`config.mk`:
```
export PLATFORM = sky130hd
export DESIGN_NAME = rf_writeback_arbiter_flat
export DESIGN_NICKNAME = d
export VERILOG_FILES = /design/src/rtl/rf_pkg.sv /design/src/rtl/rf_writeback_arbiter_if.sv /design/src/rtl/wb_fifo.sv /design/src/rtl/rf_writeback_arbiter.sv /design/src/flat_wrapper.sv
export SDC_FILE = /design/constraint.sdc
export NUM_CORES = 1
export LEC_CHECK = 0
export CAP_MARGIN = 20
export CORE_AREA = 2 2 168 170
export DETAILED_ROUTE_END_ITERATION = 8
export DIE_AREA = 0 0 170 172
export SETUP_SLACK_MARGIN = 0.15
export SYNTH_ARGS = -nofsm -noshare
export SYNTH_HDL_FRONTEND = slang
export SYNTH_SLANG_ARGS = --single-unit
export TNS_END_PERCENT = 20
```
`constraint.sdc`:
```
create_clock -name elk -period 8.15 [get_ports elk]
set_input_delay 1.63 -clock elk [delete_from_list [all_inputs] [get_ports elk]]
set_output_delay 1.63 -clock elk [all_outputs]
set_load 0.01 [all_outputs]
```
`src/rtl/rf_pkg.sv`:
```
// Shared register-file definitions for the writeback slice.
//   REG_ADDR_W / REG_DATA_W / NUM_REGS : geometry of the 32x32 register file
//   ZERO_REG                          : hard-wired zero register, writes to it are dropped
//   wb_req_t                          : one pending register write (destination + value)
package rf_pkg;

    localparam int REG_ADDR_W = 5;
    localparam int REG_DATA_W = 32;
    localparam int NUM_REGS   = 32;
    localparam int ZERO_REG   = 0;

    typedef struct packed {
        logic [REG_ADDR_W-1:0] addr;
        logic [REG_DATA_W-1:0] data;
    } wb_req_t;

endpackage

```
`src/rtl/rf_writeback_arbiter_if.sv`:
```
// Valid/ready result channel from one producer (ALU or LSU) into the
// writeback arbiter.
//   valid : producer has a result this cycle
//   ready : arbiter accepts the beat this cycle
//   addr  : destination register
//   data  : result value
// master = producer side, slave = arbiter side.
interface rf_writeback_arbiter_if #(
    parameter int ADDR_W = 5,
    parameter int DATA_W = 32
) ();

    logic              valid;
    logic              ready;
    logic [ADDR_W-1:0] addr;
    logic [DATA_W-1:0] data;

    modport master (output valid, output addr, output data, input ready);
    modport slave  (input valid, input addr, input data, output ready);

endinterface

```
`src/rtl/wb_fifo.sv`:
```
// Small synchronous FIFO of pending register writes (ALU results that lost
// write-port arbitration).
//   clk, rst     : clock, synchronous active-high reset (flushes all entries)
//   push, push_req : enqueue one request (ignored when full)
//   pop          : dequeue the head (ignored when empty)
//   full, empty  : occupancy flags
//   head         : oldest entry
//   entry_valid, entry_addr : per-slot occupancy and destination, used by
//                  the parent to build the register busy mask
module wb_fifo
    import rf_pkg::*;
#(
    parameter int DEPTH = 4
) (
    input  logic                  clk,
    input  logic                  rst,
    input  logic                  push,
    input  wb_req_t               push_req,
    input  logic                  pop,
    output logic                  full,
    output logic                  empty,
    output wb_req_t               head,
    output logic [DEPTH-1:0]      entry_valid,
    output logic [REG_ADDR_W-1:0] entry_addr [DEPTH]
);

    localparam int PTR_W = $clog2(DEPTH);
    localparam int CNT_W = PTR_W + 1;

    wb_req_t            mem [DEPTH];
    logic [PTR_W-1:0]   rd_ptr;
    logic [PTR_W-1:0]   wr_ptr;
    logic [CNT_W-1:0]   count;
    logic [DEPTH-1:0]   valid_q;
    logic               do_push;
    logic               do_pop;

    assign full    = (count == CNT_W'(DEPTH));
    assign empty   = (count == '0);
    assign do_push = push && !full;
    assign do_pop  = pop && !empty;
    assign head    = mem[rd_ptr];

    // Storage needs no reset: only slots flagged in valid_q are ever read
    // meaningfully.
    always_ff @(posedge clk) begin
        if (do_push) begin
            mem[wr_ptr] <= push_req;
        end
    end

    // Pointers are exactly log2(DEPTH) wide so they wrap on their own.
    // A slot is cleared on pop before being set on push; the two can only
    // address the same slot when the FIFO is empty or full, which the
    // do_push/do_pop guards already exclude.
    always_ff @(posedge clk) begin
        if (rst) begin
            rd_ptr  <= '0;
            wr_ptr  <= '0;
            count   <= '0;
            valid_q <= '0;
        end else begin
            if (do_pop) begin
                rd_ptr          <= rd_ptr + 1'b1;
                valid_q[rd_ptr] <= 1'b0;
            end
            if (do_push) begin
                wr_ptr          <= wr_ptr + 1'b1;
                valid_q[wr_ptr] <= 1'b1;
            end
            case ({do_push, do_pop})
                2'b10:   count <= count + 1'b1;
                2'b01:   count <= count - 1'b1;
                default: count <= count;
            endcase
        end
    end

    assign entry_valid = valid_q;

    always_comb begin
        for (int i = 0; i < DEPTH; i++) begin
            entry_addr[i] = mem[i].addr;
        end
    end

endmodule

```
`src/rtl/rf_writeback_arbiter.sv`:
```
// Writeback arbiter in front of the register file's single write port.
//   elk, nrst : clock, synchronous active-high reset
//   alu       : single-cycle ALU result channel (slave side)
//   lsu       : variable-latency load result channel (slave side)
//   wr_en / wr_addr / wr_data : registered register-file write port
//   busy_mask : bit n set while a write to register n is still in flight
// ALU results that lose the write port are parked in wb_fifo. Writes to the
// zero register are accepted and then silently dropped.
module rf_writeback_arbiter
    import rf_pkg::*;
#(
    parameter int FIFO_DEPTH = 4,
    parameter int ADDR_W     = REG_ADDR_W,
    parameter int DATA_W     = REG_DATA_W
) (
    input  logic                     elk,
    input  logic                     nrst,
    rf_writeback_arbiter_if.slave    alu,
    rf_writeback_arbiter_if.slave    lsu,
    output logic                     wr_en,
    output logic [ADDR_W-1:0]        wr_addr,
    output logic [DATA_W-1:0]        wr_data,
    output logic [2**ADDR_W-1:0]     busy_mask
);

    logic                  fifo_full;
    logic                  fifo_empty;
    wb_req_t               fifo_head;
    logic [FIFO_DEPTH-1:0] entry_valid;
    logic [REG_ADDR_W-1:0] entry_addr [FIFO_DEPTH];
    logic                  fifo_push;
    logic                  fifo_pop;
    wb_req_t               alu_req;
    logic                  accept_rdy;
    logic                  alu_take;
    logic                  lsu_take;
    logic                  win_valid;
    wb_req_t               win_req;

    wb_fifo #(
        .DEPTH (FIFO_DEPTH)
    ) u_fifo (
        .clk         (elk),
        .rst         (nrst),
        .push        (fifo_push),
        .push_req    (alu_req),
        .pop         (fifo_pop),
        .full        (fifo_full),
        .empty       (fifo_empty),
        .head        (fifo_head),
        .entry_valid (entry_valid),
        .entry_addr  (entry_addr)
    );

    // Readies depend only on state (and reset), never on the valids.
    assign accept_rdy = !nrst && !fifo_full;
    assign alu.ready  = accept_rdy;
    assign lsu.ready  = accept_rdy;

    // Zero-register beats still handshake but never become candidates, so
    // they cannot block the FIFO or a bypassing ALU beat.
    assign alu_take = alu.valid && accept_rdy && (alu.addr != ADDR_W'(ZERO_REG));
    assign lsu_take = lsu.valid && accept_rdy && (lsu.addr != ADDR_W'(ZERO_REG));
    assign alu_req  = '{addr: alu.addr, data: alu.data};

    // Priority: full FIFO drains first, then LSU, then the FIFO head, then an
    // ALU bypass. An accepted ALU beat that is not the winner is enqueued;
    // that can never coincide with a full FIFO because the readies are low.
    always_comb begin
        fifo_push = 1'b0;
        fifo_pop  = 1'b0;
        win_valid = 1'b0;
        win_req   = '0;
        if (fifo_full) begin
            win_valid = 1'b1;
            win_req   = fifo_head;
            fifo_pop  = 1'b1;
        end else if (lsu_take) begin
            win_valid = 1'b1;
            win_req   = '{addr: lsu.addr, data: lsu.data};
            fifo_push = alu_take;
        end else if (!fifo_empty) begin
            win_valid = 1'b1;
            win_req   = fifo_head;
            fifo_pop  = 1'b1;
            fifo_push = alu_take;
        end else if (alu_take) begin
            win_valid = 1'b1;
            win_req   = alu_req;
        end
    end

    // Registered write port: the winner is presented one edge later.
    always_ff @(posedge elk) begin
        if (nrst) begin
            wr_en   <= 1'b0;
            wr_addr <= '0;
            wr_data <= '0;
        end else begin
            wr_en <= win_valid;
            if (win_valid) begin
                wr_addr <= win_req.addr;
                wr_data <= win_req.data;
            end
        end
    end

    // Everything parked in the FIFO plus the write on the port this cycle.
    always_comb begin
        busy_mask = '0;
        for (int i = 0; i < FIFO_DEPTH; i++) begin
            if (entry_valid[i]) begin
                busy_mask[entry_addr[i]] = 1'b1;
            end
        end
        if (wr_en) begin
            busy_mask[wr_addr] = 1'b1;
        end
        busy_mask[ZERO_REG] = 1'b0;
    end

endmodule
```
`src/flat_wrapper.sv`:
```
// flat-port wrapper written by rule: the top's interface ports become plain ports
module rf_writeback_arbiter_flat import rf_pkg::*;
#(
    parameter int FIFO_DEPTH = 4,
    parameter int ADDR_W     = REG_ADDR_W,
    parameter int DATA_W     = REG_DATA_W
)
  (elk, nrst, wr_en, wr_addr, wr_data, busy_mask, alu_valid, alu_addr, alu_data, alu_ready, lsu_valid, lsu_addr, lsu_data, lsu_ready);
  rf_writeback_arbiter_if #(.ADDR_W(ADDR_W), .DATA_W(DATA_W)) alu_i ();
  rf_writeback_arbiter_if #(.ADDR_W(ADDR_W), .DATA_W(DATA_W)) lsu_i ();
  input  logic elk;
  input  logic nrst;
  output logic wr_en;
  output logic [ADDR_W-1:0] wr_addr;
  output logic [DATA_W-1:0] wr_data;
  output logic [2**ADDR_W-1:0] busy_mask;
  input wire logic [$bits(alu_i.valid)-1:0] alu_valid;
  input wire logic [$bits(alu_i.addr)-1:0] alu_addr;
  input wire logic [$bits(alu_i.data)-1:0] alu_data;
  output wire logic [$bits(alu_i.ready)-1:0] alu_ready;
  input wire logic [$bits(lsu_i.valid)-1:0] lsu_valid;
  input wire logic [$bits(lsu_i.addr)-1:0] lsu_addr;
  input wire logic [$bits(lsu_i.data)-1:0] lsu_data;
  output wire logic [$bits(lsu_i.ready)-1:0] lsu_ready;
  assign alu_i.valid = alu_valid;
  assign alu_i.addr = alu_addr;
  assign alu_i.data = alu_data;
  assign alu_ready = alu_i.ready;
  assign lsu_i.valid = lsu_valid;
  assign lsu_i.addr = lsu_addr;
  assign lsu_i.data = lsu_data;
  assign lsu_ready = lsu_i.ready;
  rf_writeback_arbiter #(.FIFO_DEPTH(FIFO_DEPTH), .ADDR_W(ADDR_W), .DATA_W(DATA_W)) u_core (.elk(elk), .nrst(nrst), .alu(alu_i), .lsu(lsu_i), .wr_en(wr_en), .wr_addr(wr_addr), .wr_data(wr_data), .busy_mask(busy_mask));
endmodule
```
# Word-level counts from Yosys, hierarchy flattened
# Memories as Yosys holds them, arrays and structs flattened. A register that Yosys moved wholly into a read port is not among the register bits.
# Cells that the tools add are included.
# word_totals
register_bits	49
mem_bits_rw	148
in_bits	78
wordCells	98
n_memories	1
# op_classes
addsub	4
order_cmp	14
n_eq_ne	3
mux	41
bitwise_logic	7
reduce_logical	21
# mem_list
name	depth	width	rd	rd_clocked_by_memory_dff	wr	line	text
u_core.u_fifo.mem	4	37	5	1	1	wb_fifo.sv:30	wb_req_t mem [DEPTH];
# op_table
cell	n
$mux 32	5
$mux 37	4
$or 32x32->32	4
$lt 5x6->1 const B	5
$demux 1 s5	5
$ge 5x1->1 const B	5
$mux 1	19
$logic_and 1x1->1	14
$mux 4	3
$reduce_bool 5->1	2
$lt 2x3->1 const B	2
$pmux 3 s2	1
$add 2x1->2 const B	2
$and 4x4->4	1
$demux 1 s2	2
$ge 2x1->1 const B	2
$mux 2	2
$not 4->4	1
$or 4x4->4	1
$add 3x1->3 const B	1
$eq 3x3->1 const B	1
$logic_not 1->1	3
$logic_not 3->1	1
$sub 3x1->3 const B	1
other kinds (3)	3

# Longest topological paths before layout
# Gate-level depths: netlist (run 1).
# An unclocked memory read counts as a cell.
# logic_depth
depth_word	14
mapped_depth	12
mapped_depth_nobuf	10

# Hierarchy
# From an unflattened synthesis (run 1), not the netlist that was laid out.
# unflattened
hier_cells	799
area_unflattened_um2	10022.1
# modules_own_cells
module	n_inst	cells_per_inst	area_per_inst_um2	seq_area_each_um2
wb_fifo	1	292	6162.2	4704.5
rf_writeback_arbiter	1	507	3860.0	760.7

# Worst setup path after synthesis (run 1)
# OpenSTA, ideal clock, no wires.
# synth_path
kind	input-to-output
from	in nrst
to	out lsu_ready
t_arrival_ps	2777
required_time_ps	6520
slack_ps	3743
path_stages	6
n_path_buf	4
path_cell_list	clkbuf_1 > or2_1 > clkbuf_1 > inv_2 > clkbuf_1 > buf_4
# synth_between
elab_chain_len	2
# synth_rtl
element	line	text
start: declaration	flat_wrapper.sv:12	input logic nrst;
$logic_not 1->1	rf_writeback_arbiter.sv:56	assign accept_rdy = !nrst && !fifo_full;
$logic_and 1x1->1	rf_writeback_arbiter.sv:56	
end: declaration	flat_wrapper.sv:24	output wire logic [$bits(lsu_i.ready)-1:0] lsu_ready;
# No other way between the ends.

# Final worst setup path (run 1)
# layout_path
from	in nrst
to	out alu_ready
# layout_between
elab_chain_len	2
# layout_rtl
element	line	text
$logic_not 1->1	rf_writeback_arbiter.sv:56	
$logic_and 1x1->1	rf_writeback_arbiter.sv:56	
end: declaration	flat_wrapper.sv:20	output wire logic [$bits(alu_i.ready)-1:0] alu_ready;
# No other way between the ends.

==> results_dict.tcl, run 1 <==
set metrics [dict create \
    status "finished, final reports clean" \
    ioPinCount 150 \
    wl_mm 25.9 \
    grt_pass1_vias 6735 \
    netlist_area_um2 9460 \
    rsz0062_at_grt "false" \
    cts_buffers 17 \
    netlist_instances 770 \
    dr.pass1.iters 7 \
    core-area_um2 27500 \
    final_common_cell "edfxtp_1" \
    cts.sinks 199 \
    grt_start_max_net_pins 55 \
    cts_root_buf "clkbuf_16" \
    grt_pass1_wl_mm 39.1 \
    holdWs_ns 0.499 \
    antenna_left 0 \
    die-height_um 172 \
    vias 6934 \
    area_growth_pct 24.4 \
    post_drt_wl_per_cell_um 20.7 \
    cp-start-kind "input pin" \
    clock_skew_ns 0.0132 \
    p_leak_nw 3.79 \
    setup_violations 0 \
    drv_slew 0 \
    syn-num-nets 858 \
    synth-seq-cells 199 \
    final_cell_mix "148 x edfxtp_1, 147 x clkdlybuf4s50_1, 82 x nor2_1" \
    antenna_found_initial 1 \
    dp.cells 1214 \
    max_freq_ghz 0.188 \
    min_path_type "reg2reg" \
    cts_tree "built" \
    fin_tns_setup_ns 0 \
    start_util_pct 34.4 \
    place_congestion 0.867 \
    cts_setup_buffers 0 \
    worstPathMaxFanout 54 \
    async_flop_share_pct 0 \
    seq_area_um2 5470 \
    multi_input_area_um2 3700 \
    syn_avg_cell_area_um2 12.3 \
    fin_nets 975 \
    crit_type "in2out" \
    grt_usage_pct 17.8 \
    first_iter_violations 501 \
    r2r_slack_ns 5.11 \
    synthFlopType "edfxtp_1" \
    yosysSeqAreaShare_pct 57.7 \
    dp_hpwl_mm 17.3 \
    layout_min_cycle_time_ns 5.32 \
    worstPathArrival_ns 3.69 \
    relSlewSlack_pct 33.8 \
    grt-ovfl-total 0 \
    pwr_density_cell_nw_per_um2 272 \
    final_cells 1247 \
    drc_errors 0 \
    postCtsHoldBufs 0 \
    clk_pin_slew_ns 0.07 \
    fin_util_pct 42.9 \
    max-cap-violations 0 \
    endpoint_kind "primary output" \
    required_ns 6.52 \
    routed_via_density 5.56 \
    ctsResizeCount 0 \
    port_buffers 148 \
    ys_warn_count 0 \
    worst_pin_slew_ns 0.991 \
    irDropWorstVdd_uv 148 \
    drive_gt1_share_pct 11.6 \
    h-tree-depth 4 \
    clock_latency_ns 0.43 \
    clockBufferDepth 2 \
    num_rows 61 \
    fp.dieW_um 170 \
    final-hold-violation-count 0 \
    fin_crit_sh_pct 65.3 \
    ys_types 49 \
    synth_edf_count 148 \
    fillers 2583 \
    die-area_um2 29200 \
]
==> routing by layer <==
metal	wire length, um	vias to the layer above	GRT usage, %
met5	0	-	0
met4	354	0	4.76
met3	1530	26	3.20
met2	12600	269	30.5
met1	11400	3395	23.4
li1	-	3244	-
==> critical path, cell delays in order <==
cell             delay (ns)
buf_2                  0.10
buf_4                  0.30
or2_1                  0.42
inv_2                  0.53
clkdlybuf4s50_1        0.66
==> cell type report <==
type / instances / share of cell area [%]
clock buffer: 22 / 3.86
tap: 346 / 3.68
sequential: 199 / 46.4
clock inverter: 10 / 1.02
inverter: 18 / 0.574
timing repair buffer: 155 / 13.0
antenna: 1 / 0.0212
multi-input combinational: 496 / 31.4
==> cell usage after synthesis, types with 14 or more instances <==
master | count | share of area, %
dfxtp_1 | 51 | 11
nand2_1 | 63 | 2.5
a31oi_1 | 32 | 2.1
nand3_1 | 28 | 1.5
nand3b_1 | 20 | 1.6
o221ai_1 | 16 | 1.5
a22oi_1 | 33 | 2.6
nor3b_1 | 21 | 1.7
clkbuf_1 | 37 | 1.5
edfxtp_1 | 148 | 47
nor2_1 | 82 | 3.3
mux4_2 | 37 | 8.8
a311oi_1 | 29 | 2.7
buf_2 | 14 | 0.74
o22ai_1 | 16 | 1.1
inv_1 | 16 | 0.63
and3_1 | 37 | 2.4
==> state kept, by name, indices dropped and copies added (netlist names), named ones only <==
signal,count
u_core.u_fifo.count,3
u_core.u_fifo.entry_valid,4
u_core.u_fifo.mem,148
u_core.u_fifo.rd_ptr,2
u_core.u_fifo.wr_ptr,2
u_core.wr_addr,5
u_core.wr_data,32
u_core.wr_en,1
==> path summary, 6_finish.rpt <==
path,end,cells after the start,from
max reg2reg,u_core.u_fifo.count[2],10,u_core.u_fifo.count[2]
min reg2reg,u_core.wr_data[28],2,u_core.wr_data[28]
max,alu_ready,5,nrst
min,u_core.wr_data[28],2,u_core.wr_data[28]
==> kinds of logic after synthesis <==
family                     after synthesis  share of synthesized area, %
adders and majority gates               10                          1.40
DFF                                    199                          57.7
AOI/OAI and AO/OA                      160                          12.6
and+or+nand+nor                        281                          15.3
xor gates and xnor gates                 4                         0.370
other                                    1                        0.0396
buffers and inverters                   75                          3.40
muxes                                   40                          9.15
==> power by group <==
group / switching, mW / internal (mW)
registers: 0.116 / 1.23
logic: 0.562 / 0.473
clock network: 0.358 / 0.462
total: 1.04 / 2.16
==> through the flow <==
step / area, um^2 / worst slack (ns) / power, mW
3_5_place_dp: 11200 / 2.73 / 2.41
2_1_floorplan: 9460 / 3.74 / 1.99
5_1_grt: 11800 / 2.76 / 3.38
6_report: 11800 / 2.83 / 3.20
4_1_cts: 11800 / 2.87 / 3.23
3_3_place_gp: 11200 / 2.79 / 2.40
Power figures use the tool's default switching activity.
==> inputs of run 2 (changes only) <==
==> constraint.sdc (replaced) <==
create_clock -name elk -period 4.6 [get_ports elk]
set_input_delay 0.92 -clock elk [delete_from_list [all_inputs] [get_ports elk]]
set_output_delay 0.92 -clock elk [all_outputs]
set_load 0.01 [all_outputs]
==> run 2 against run 1 <==
Core utilization up 0.34 points; clock power up 79%; total power increased by 80%; combinational power grew 80%; sequential cell count is the same; die area stayed put; non-clock buffer count is 7 higher; cell area is 0.79% higher; sequential share of layout area down 0.36 points; worst hold slack gained 0.0036 ns; worst setup slack got worse by 1.8 ns; clock-buffer cell count fell by 3; critical path type is now in2reg; largest cell class unchanged.
==> results_dict.tcl, run 2 (same netlist as run 1, synthesis figures left out) <==
set metrics [dict create \
    max-cap-violations 0 \
    cts_tree "built" \
    min_to "u_core.wr_data[11]" \
    ioPinCount 150 \
    worstPathArrival_ns 3.95 \
    post_drt_wl_per_cell_um 21.7 \
    dp.cells 1221 \
    grt_start_max_net_pins 38 \
    ctsResizeCount 0 \
    final_common_cell "edfxtp_1" \
    crit_type "in2reg" \
    drc_errors 0 \
    rsz0062_at_grt "false" \
    dp_hpwl_mm 18.5 \
    dr.pass1.iters 5 \
    clock_latency_ns 0.44 \
    fin_tns_setup_ns 0 \
    largest_register_ffs 148 \
    relSlewSlack_pct 26.9 \
    hp-start "u_core.wr_data[11]" \
    final_cell_mix "148 x edfxtp_1, 147 x clkdlybuf4s50_1, 82 x nor2_1" \
    irDropWorstVdd_uv 315 \
    wl_met3_mm 1.54 \
    core-area_um2 27500 \
    status "finished, final reports clean" \
    final_cells 1253 \
    routed_via_density 5.66 \
    cts_root_buf "clkbuf_16" \
    antenna_left 0 \
    required_ns 4.96 \
    cp-start-kind "input pin" \
    highest_layer "met4" \
    clock_skew_ns 0.00813 \
    grt_pass1_vias 7061 \
    place_congestion 0.898 \
    grt-ovfl-total 0 \
    cpLargestDelayFamily "simple AND/OR/NAND/NOR gates" \
    grt_usage_pct 18.8 \
    crit_buf_inv 3 \
    num_antenna_cells 0 \
    cts_buffers 17 \
    wl_met1_mm 11.6 \
    holdPathStages 2 \
    p_leak_nw 3.85 \
    cts.sinks 199 \
    worstPathMaxFanout 13 \
    die-height_um 172 \
    worst_pin_slew_ns 1.10 \
    min_path_type "reg2reg" \
    cp_common_cell "inv_1" \
    postCtsHoldBufs 0 \
    power_mw 5.75 \
    antenna_found_initial 0 \
    placed_area_um2 11300 \
    port_buffers 148 \
    layout_min_cycle_time_ns 3.59 \
    path_cells "clkdlybuf4s50_1 -> or4_4 -> o21ai_4 -> a211oi_2 -> inv_1 -> ha_1 -> inv_1 -> fa_1 -> xor2_1 -> or3_1 -> a21oi_1" \
    wl_mm 27.1 \
    fin_util_pct 43.2 \
    h-tree-depth 4 \
    clk_pin_slew_ns 0.07 \
    critPathSlowestCell "or4_4" \
    setup_violations 0 \
    first_iter_violations 781 \
    drv_slew 0 \
    fin_crit_sh_pct 78.1 \
    r2r_slack_ns 2.02 \
    endpoint_kind "flop" \
    r2r.worst_path.cells 6 \
    die-area_um2 29200 \
    area_growth_pct 25.4 \
    largest_registers "u_core.u_fifo.mem (148), u_core.wr_data (32), u_core.wr_addr (5)" \
    fillers 2562 \
    pwr_density_cell_nw_per_um2 485 \
    fp.dieW_um 170 \
    grt_pass1_wl_mm 41.2 \
    r2r_start "u_core.u_fifo.count[0]" \
    start_util_pct 34.4 \
    design_area_um2 11900 \
    critPathMaxStageDelay_ns 0.56 \
    wl_met2_mm 13.4 \
    clockBufferDepth 2 \
    fin_nets 982 \
    drive_gt1_share_pct 12.7 \
    top_register "u_core.u_fifo.mem" \
    final-hold-violation-count 0 \
    vias 7089 \
    max_freq_ghz 0.278 \
    timing.rr.end "u_core.u_fifo.mem[1][24]" \
    cts_setup_buffers 0 \
    num_rows 61 \
]
==> run 2: worst max-delay path by stage <==
stage	startpoint	endpoint	slack, ns	cells after the start
2_1_floorplan	lsu_addr[1]	u_core.u_fifo.count[2]	1.41	11
6_report	lsu_addr[1]	u_core.u_fifo.count[2]	1.01	11
3_3_place_gp	lsu_addr[1]	u_core.u_fifo.count[2]	0.60	11
4_1_cts	lsu_addr[1]	u_core.u_fifo.count[2]	1.03	11
5_1_grt	lsu_addr[1]	u_core.u_fifo.count[2]	0.85	11
3_5_place_dp	lsu_addr[1]	u_core.u_fifo.count[2]	0.60	11
==> run 2: where the power goes <==
part / internal [mW] / switching [mW]
registers: 2.18 / 0.242
clock network: 0.794 / 0.678
logic: 0.860 / 1.01
==> run 2: layout make-up <==
type	instances	area (um^2)	share of cell area, %
multi-input cells	496	3700	31.2
repair buffers	162	1610	13.5
clock inverters	13	139	1.17
clock buffers	19	453	3.82
flip-flops and latches	199	5470	46.1
well taps	346	433	3.65
inverters	18	67.6	0.569
==> run 2: routing by layer <==
| metal | track usage (%) | up-vias |
|---|---|---|
| li1 | - | 3260 |
| met1 | 24.3 | 3486 |
| met2 | 32.3 | 295 |
| met3 | 3.25 | 48 |
| met4 | 6.02 | 0 |
| met5 | 0 | - |
==> run 2: tightest hold or removal path: cells and delay by family (launching register included) <==
| family | cells | cell delay, ns |
|---|---|---|
| simple gates | 1 | 0.09 |
| flops | 1 | 0.31 |
| compound gates | 1 | 0.05 |
==> run 2: per-stage QoR <==
| stage | worst slack, ns | hold slack (ns) |
|---|---|---|
| global placement | 0.603 | 0.487 |
| floorplan | 1.41 | 0.483 |
| global route | 0.847 | 0.535 |
| finish | 1.01 | 0.503 |
| CTS | 1.03 | 0.502 |
| detailed placement | 0.595 | 0.494 |
==> inputs of run 3 (changes only) <==
==> constraint.sdc (replaced) <==
create_clock -name elk -period 3 [get_ports elk]
set_input_delay 0.6 -clock elk [delete_from_list [all_inputs] [get_ports elk]]
set_output_delay 0.6 -clock elk [all_outputs]
set_load 0.01 [all_outputs]
==> run 3 against run 2 <==
Via count rose by 0.39%; non-clock buffer count increased by 38; worst hold slack about the same; clock skew grew 0.0017 ns; clock power grew 49%; sequential cell count is the same; worst setup slack lost 0.92 ns; critical path depth shrank 6; global-route usage is 1.1 points lower; highest routed layer unchanged; register-to-register slack lost 1.4 ns; sequential power increased by 51%.
==> results_dict.tcl, run 3 (same netlist as run 1, synthesis figures left out) <==
set metrics [dict create \
    switchingPower_mw 2.94 \
    h-tree-depth 4 \
    clock_latency_ns 0.43 \
    rsz0062_at_grt "true" \
    dr.pass1.iters 5 \
    fin_util_pct 44.9 \
    grt_pass1_wl_mm 39.0 \
    internal_power_mw 5.99 \
    drive_gt1_share_pct 17.7 \
    wl_met2_mm 13.1 \
    cts_buffers 17 \
    endpoint_kind "primary output" \
    fin_nets 1020 \
    clockPowerShare_pct 24.5 \
    setup_violations 0 \
    clock_skew_ns 0.00981 \
    multi_input_area_um2 3800 \
    ioPinCount 150 \
    core-area_um2 27500 \
    antenna_left 0 \
    antenna_found_initial 1 \
    worstPathArrival_ns 2.31 \
    crit_type "reg2out" \
    die-area_um2 29200 \
    largest_register_ffs 148 \
    critPathSlowestCell "clkdlybuf4s50_1" \
    dp_hpwl_mm 18.3 \
    place_congestion 0.890 \
    largest_registers "u_core.u_fifo.mem (148), u_core.wr_data (32), u_core.wr_addr (5)" \
    drc_errors 0 \
    routed_via_density 5.51 \
    critPathMaxStageDelay_ns 0.58 \
    die-height_um 172 \
    max-cap-violations 0 \
    max_freq_ghz 0.343 \
    setup_ws_ns 0.0865 \
    cts_root_buf "clkbuf_16" \
    place_ws_ns -0.357 \
    seq_area_um2 5470 \
    wl_met1_mm 11.2 \
    grt-ovfl-total 0 \
    grt_pass1_vias 6849 \
    layout_min_cycle_time_ns 2.91 \
    wl_mm 26.2 \
    vias 7117 \
    grt_start_max_net_pins 54 \
    first_iter_violations 624 \
    wl_met3_mm 1.39 \
    num_rows 61 \
    final_cell_mix "148 x edfxtp_1, 141 x clkdlybuf4s50_1, 82 x nor2_1" \
    post_drt_wl_per_cell_um 20.3 \
    power_mw 8.93 \
    status "finished, final reports clean" \
    fillers 2515 \
    path_cells "nand3b_1 -> o22ai_1 -> nor2_1 -> o221ai_1 -> clkdlybuf4s50_1" \
    worst_pin_slew_ns 0.656 \
    pwr_density_cell_nw_per_um2 725 \
    port_buffers 148 \
    required_ns 2.40 \
    holdWs_ns 0.502 \
    drv_slew 0 \
    power_frac_seq_pct 40.9 \
    min_path_type "reg2reg" \
    final_common_cell "edfxtp_1" \
    clk_pin_slew_ns 0.07 \
    dp.cells 1249 \
    start_util_pct 34.4 \
    switching_share_pct 32.9 \
    cp-start-kind "flop" \
    cts.sinks 199 \
    worstPathMaxFanout 9 \
    area_growth_pct 30.3 \
    relSlewSlack_pct 56.3 \
    final_cells 1292 \
    combPwrFrac_pct 34.6 \
    cts_tree "built" \
    grt_usage_pct 17.7 \
    irDropWorstVdd_uv 394 \
    p_leak_nw 4.15 \
    clockBufferDepth 2 \
    top_register "u_core.u_fifo.mem" \
    fin_crit_sh_pct 97.1 \
    highest_layer "met4" \
    fp.dieW_um 170 \
    final-hold-violation-count 0 \
]
[run 3: cell count changes in the layout (fill, tap and decap cells not counted), sizes merged]
cell / before / now
clkdlybuf4s50: 147 / 141
clkbuf: 19 / 18
clkinvlp: 2 / 1
inv: 24 / 26
diode: 0 / 1
dlymetal6s2s: 0 / 2
dlygate4sd2: 0 / 4
buf: 15 / 53
[run 3: power by group through the flow]
stage | Sequential [mW] | Combinational, mW | Clock, mW
3_5_place_dp | 3.70 | 3.10 | 0
5_1_grt | 3.70 | 3.36 | 2.35
3_3_place_gp | 3.70 | 3.08 | 0
4_1_cts | 3.64 | 3.11 | 2.23
6_report | 3.65 | 3.09 | 2.19
2_1_floorplan | 3.67 | 1.77 | 0
[run 3: area by class of cell]
| class | count | share of cell area (%) |
|---|---|---|
| antenna | 1 | 0.0203 |
| clock buffer | 18 | 3.48 |
| clock inverter | 14 | 1.12 |
| inverter | 18 | 0.548 |
| multi-input combinational | 496 | 30.8 |
| sequential | 199 | 44.4 |
| tap | 346 | 3.51 |
| timing repair buffer | 200 | 16.1 |
[run 3: per-layer routing]
layer,vias up,GRT usage (%)
met5,-,0
met4,0,5.61
met3,43,3.30
met2,229,30.2
met1,3497,22.9
li1,3348,-
[run 3: worst paths after layout]
check                           slack [ns]                endpoint  cells past startpoint                     start
worst min register to register        0.50      u_core.wr_data[11]                      2        u_core.wr_data[11]
worst max register to register        0.63  u_core.u_fifo.count[2]                     10    u_core.u_fifo.count[2]
worst max-delay path                  0.09           busy_mask[26]                      5  u_core.u_fifo.mem[1][34]
worst min-delay path                  0.50      u_core.wr_data[11]                      2        u_core.wr_data[11]
[run 3: timing repair]
action	4_1_cts	5_1_grt
setup endpoints to repair	26	29
hold buffers	0	0
cloned	0	0
resized for setup	5	21
buffers inserted	5	5
[run 3: metrics by stage]
stage / setup TNS [ns] / instance area, um^2
after floorplan: 0 / 9490
after global placement: -0.409 / 11600
after detailed placement: -0.479 / 11600
after CTS: 0 / 12200
after global routing: 0 / 12300
final: 0 / 12300
[run 3: worst max-delay path, delay by kind of cell, from the launching register on]
kind                   cells  cell delay (ns)
buffers and inverters      1             0.58
DFF                        1             0.56
and+or+nand+nor            2             0.42
AOI/OAI and AO/OA          2             0.32
